==> src/rtl/mar_if.sv <==
// Bus between the SAP-1 controller/front panel and the memory address register.
// The master drives load, mode, switches and W-bus data; the slave returns the RAM address.
interface mar_if #(
  parameter int unsigned ADDR_WIDTH = 4
) ();

  logic                  Lm;
  logic                  SELECT;
  logic [ADDR_WIDTH-1:0] A;
  logic [ADDR_WIDTH-1:0] D;
  logic [ADDR_WIDTH-1:0] Out;

  modport master (
    output Lm,
    output SELECT,
    output A,
    output D,
    input  Out
  );

  modport slave (
    input  Lm,
    input  SELECT,
    input  A,
    input  D,
    output Out
  );

endinterface

==> src/rtl/mar.sv <==
// SAP-1 memory address register.
// Captures the W-bus address on load; in programming mode the front-panel switches bypass it.
module mar #(
  parameter int unsigned ADDR_WIDTH = 4
) (
  input logic   CLK,
  input logic   CLR,
  mar_if.slave  bus
);

  localparam int unsigned AW = ADDR_WIDTH;

  logic [AW-1:0] addr_q;
  logic [AW-1:0] addr_d;

  // Clear beats load; otherwise hold.
  always_comb begin
    addr_d = addr_q;
    if (CLR) begin
      addr_d = '0;
    end else if (bus.Lm) begin
      addr_d = bus.D;
    end
  end

  always_ff @(posedge CLK) begin
    addr_q <= addr_d;
  end

  // Mode mux stays combinational so the panel sees switch changes without a clock.
  assign bus.Out = bus.SELECT ? addr_q : bus.A;

endmodule

==> src/flat_wrapper.sv <==
// flat-port wrapper written by rule: the top's interface ports become plain ports
module mar_flat 
#(
  parameter int unsigned ADDR_WIDTH = 4
)
  (CLK, CLR, bus_Lm, bus_SELECT, bus_A, bus_D, bus_Out);
  mar_if #(.ADDR_WIDTH(ADDR_WIDTH)) bus_i ();
  input logic CLK;
  input logic CLR;
  input wire logic [$bits(bus_i.Lm)-1:0] bus_Lm;
  input wire logic [$bits(bus_i.SELECT)-1:0] bus_SELECT;
  input wire logic [$bits(bus_i.A)-1:0] bus_A;
  input wire logic [$bits(bus_i.D)-1:0] bus_D;
  output wire logic [$bits(bus_i.Out)-1:0] bus_Out;
  assign bus_i.Lm = bus_Lm;
  assign bus_i.SELECT = bus_SELECT;
  assign bus_i.A = bus_A;
  assign bus_i.D = bus_D;
  assign bus_Out = bus_i.Out;
  mar #(.ADDR_WIDTH(ADDR_WIDTH)) u_core (.CLK(CLK), .CLR(CLR), .bus(bus_i));
endmodule
==> config.mk <==
export PLATFORM = sky130hd
export DESIGN_NAME = mar_flat
export DESIGN_NICKNAME = d
export VERILOG_FILES = /design/src/rtl/mar_if.sv /design/src/rtl/mar.sv /design/src/flat_wrapper.sv
export SDC_FILE = /design/constraint.sdc
export NUM_CORES = 1
export LEC_CHECK = 0
export ABC_AREA = 1
export CORE_AREA = 4 4 41 43
export DETAILED_ROUTE_END_ITERATION = 10
export DIE_AREA = 0 0 45 47
export GPL_TIMING_DRIVEN = 0
export PLACE_DENSITY = 0.45
export SLEW_MARGIN = 20
export SYNTH_ARGS = -nofsm -noshare
export SYNTH_HDL_FRONTEND = slang
export SYNTH_SLANG_ARGS = --single-unit
==> constraint.sdc <==
create_clock -name CLK -period 1.3 [get_ports CLK]
set_input_delay 0.13 -clock CLK [delete_from_list [all_inputs] [get_ports CLK]]
set_output_delay 0.13 -clock CLK [all_outputs]
set_load 0.005 [all_outputs]
After elaboration in Yosys (flattened, before gate mapping)
Index checks and enable logic that the tools add are counted.
Widths: inputs -> output; s select.
{ "op_classes": {"n_addsub": 0, "mul": 0, "div_mod_pow": 0, "n_lt_le_gt_ge": 0, "eq_ne": 0, "n_shift": 0, "n_mux": 1, "n_bitwise": 0, "reduce_logical": 0} }
{ "ops": {"columns": ["operator", "n"], "rows": [
  ["$mux 4", 1]
]} }
{ "word_totals": {"reg_bits": 4, "latchBits": 0, "ram_bits": 0, "mem_bits_ro": 0, "in_bits": 12, "output_inout_bits": 4, "wordCells": 2, "mem_count": 0} }

Longest topological paths before layout
{ "depth": {"depth_word": 1, "mapped_depth": 4, "mapped_depth_nobuf": 4} }

Worst setup path before layout
Ideal clock, no wire load.
{ "synth_path": {"path_kind": "reg-to-reg", "startpoint": "register u_core.addr_q[2] (netlist name)", "endpoint": "register u_core.addr_q[2]", "setup_ps": 114, "arrival_ps": 443, "required_ps": 1186, "path_slack_ps": 743, "path_stages_with_launch": 3, "path_buffers": 0, "period_less_slack_ps": 557, "path_cell_list": "dfxtp_1 > nor2_1 > nor2_2"} }
{ "synth_rtl": {"columns": ["element", "line_no", "rtl"], "rows": [
  ["end signal, assigned", "mar.sv:27", "addr_q <= addr_d;"],
  ["end, declared", "mar.sv:13", "logic [AW-1:0] addr_q;"]
]} }

Worst setup path after layout
{ "layout_path": {"startpoint": "input bus_A[3]", "endpoint": "output bus_Out[3]"} }
{ "layout_via": {"elab_chain_len": 1} }
{ "layout_lines": {"columns": ["element", "line_no", "rtl"], "rows": [
  ["start, declared", "flat_wrapper.sv:12", "input wire logic [$bits(bus_i.A)-1:0] bus_A;"],
  ["$mux 4", "mar.sv:31", "assign bus.Out = bus.SELECT ? addr_q : bus.A;"],
  ["end, declared", "flat_wrapper.sv:14", "output wire logic [$bits(bus_i.Out)-1:0] bus_Out;"]
]} }
Every way passes these cells.

==> qor.txt <==
DP Worst Slack = -0.252 ns
Core footprint = 1300 um^2
Max Buffers Root-to-Sink = 2
Max incr delay on CP = 0.45 ns
DR iter-0 viols = 7
Levels on crit path = 4
Post-synth top area cell = dfxtp_1
Worst-path clk slew = 0.04 ns
Simple-Gate Fraction of Synth Area = 0.348
Endpoints failing hold = 0
Worst-Skew Late Latency = 0.23 ns
Final net count = 69
Largest regs = u_core.addr_q (4)
Arrival @ worst endpoint = 0.95 ns
WP data required = 1.17 ns
Top cells by area, synth = dfxtp_1 (36%), nand2_1 (20%), inv_1 (13%)
Pwr per Cell Area = 924 nW/um^2
CTS tree = yes
Final period util = 0.834
Final worst slack = 0.215 ns
Post-synthesis adder-cell area fraction = 0
Hold path startpoint = bus_Lm
Cell family with most CP delay = buffers and inverters
Post-Layout Cell Count = 70
Pin count of the biggest net entering global routing = 9
Number of global-route vias before repair = 184
TNS Setup = 0 ns
R2R cell count = 2
Crit-path slowest cell = clkdlybuf4s50_1
Final instance area = 398 um^2
Share of layout cells above drive strength 1 = 0.109
Worst setup path start = bus_A[3]
Fin util = 0.306
Hold-fix buffers, CTS = 0
DP HPWL = 387 um
RR Endpoint = u_core.addr_q[2]
Worst Clk Skew = 0 ns
First-pass GRT wire length = 779 um
Buf+Inv Stages, Crit Path = 3
DR pass1 iterations = 4
Largest family of logic cells by synthesized area = simple AND/OR/NAND/NOR gates
RR Startpoint = u_core.addr_q[2]
Distinct cells, synth = 8
Critical Path Source Type = input pin
Compound-gate portion of the synthesized area = 0.0899
Vias/cell = 3.47
Worst-Margin Slew = 0.249 ns
Routed Antenna Nets = 0
Port buffer count = 14
P&R area growth vs syn = 78.7%
R2R setup slack = 0.72 ns
RSZ-0062 raised after global routing = false
Max H-tree Level = 1
CP endpoint kind = output pin
Cell Count Post-Placement = 67
Synth Area per Inst = 5.86 um^2
Peak supply drop = 0.298 mV
I/O Pins = 16
Via count = 243
GP Congestion = 0.672
Most flops, register = u_core.addr_q
YS warnings = 0
Hold EP = u_core.addr_q[3]
Initial Util = 0.171
DRC = 0
Final WL = 508 um
Endpoints failing setup = 0
Area of the mapped netlist = 223 um^2
Slew Limit Fails = 0
Yosys top cell area share = 0.360
Worst Path Max Fanout = 1
Placed Area = 382 um^2
GRT Overall Usage = 0.0615
DIE HEIGHT = 47 um
Ant diodes = 0
Sequential-to-total area share from yosys stat = 0.360
Hold path cells = 3
Clk root buf = clkbuf_4
Class of the worst hold path = in2reg
Minimum clock period = 1.08 ns
Fmax = 0.922 GHz
Overall Power = 0.367 mW
Synth Area in XOR/XNOR = 0
Number of antenna violations at the first check in global routing = 0
Die Area = 2120 um^2
Slew margin rel. = 0.834
Clk sinks = 4
Multiplexer share of the synthesized area = 0
Status = finished clean
Total nets after synthesis = 50
Smallest hold slack = 0.158 ns
Rows = 13
Global route overflow = 0
Synthesized instance count = 38
Static Leakage = 0.214 nW
Drt wl/cell = 7.26 um
CP Cell Sequence = clkdlybuf4s50_1 -> inv_1 -> o21ai_1 -> dlygate4sd2_1
CP Class = in2out
Die Width = 45 um
Max Cap Violations = 0
Total CTS buffers = 3
Max reg flops = 4
Synthesis-stage register bit count = 4
[cell usage after synthesis, drive strengths merged]
cell   number
buf         1
dfxtp       4
inv         9
nand2      12
nor2        8
o21ai       4
[what timing repair did]
| item | 4_1_cts | 5_1_grt |
|---|---|---|
| resized for setup | 5 | 0 |
| endpoints found under the setup margin | 4 | 0 |
| setup buffers | 0 | 0 |
[worst register-to-register path: stages (launching register included)]
cell and delay (ns):
dfxtp_1 0.30, nor2_1 0.12, nor2_2 0.05
[worst max path at each step]
stage	end	slack (ns)
2_1_floorplan	u_core.addr_q[2]	0.74
3_3_place_gp	bus_Out[1]	-0.24
3_5_place_dp	bus_Out[1]	-0.25
4_1_cts	bus_Out[1]	0.20
5_1_grt	bus_Out[0]	0.14
6_report	bus_Out[3]	0.22
[placed cells by master, fill, tap and decap left out]
master,n
nand2_1,12
clkdlybuf4s50_1,9
inv_1,8
nor2_1,7
dlygate4sd2_1,5
o21ai_1,4
dfxtp_1,4
clkbuf_4,3
buf_6,1
inv_2,1
nor2_2,1
[layout make-up]
cell class	count	area (um^2)
Multi-Input combinational cell	24	97.6
Fill cell	163	903
Sequential cell	4	80.1
Clock buffer	3	22.5
Inverter	9	33.8
Timing Repair Buffer	14	134
Buffer	1	11.3
Tap cell	15	18.8
[power by group]
group | internal (mW) | switching (mW)
Combinational | 0.0497 | 0.0292
Sequential | 0.132 | 0.00406
Clock | 0.103 | 0.0493
[metal layers]
| layer | vias to the layer above | track usage | share of wire |
|---|---|---|---|
| met5 | - | 0 | 0 |
| met4 | 0 | 0.105 | 0.020 |
| met3 | 2 | 0.0383 | 0.19 |
| met2 | 15 | 0.0593 | 0.35 |
| met1 | 83 | 0.0656 | 0.43 |
| li1 | 143 | - | - |
[kinds of logic after synthesis]
logic type / Yosys count
simple gates: 20
buf+inv: 10
compound gates: 4
flops: 4
No activity file was read; power rests on OpenSTA's default activity.
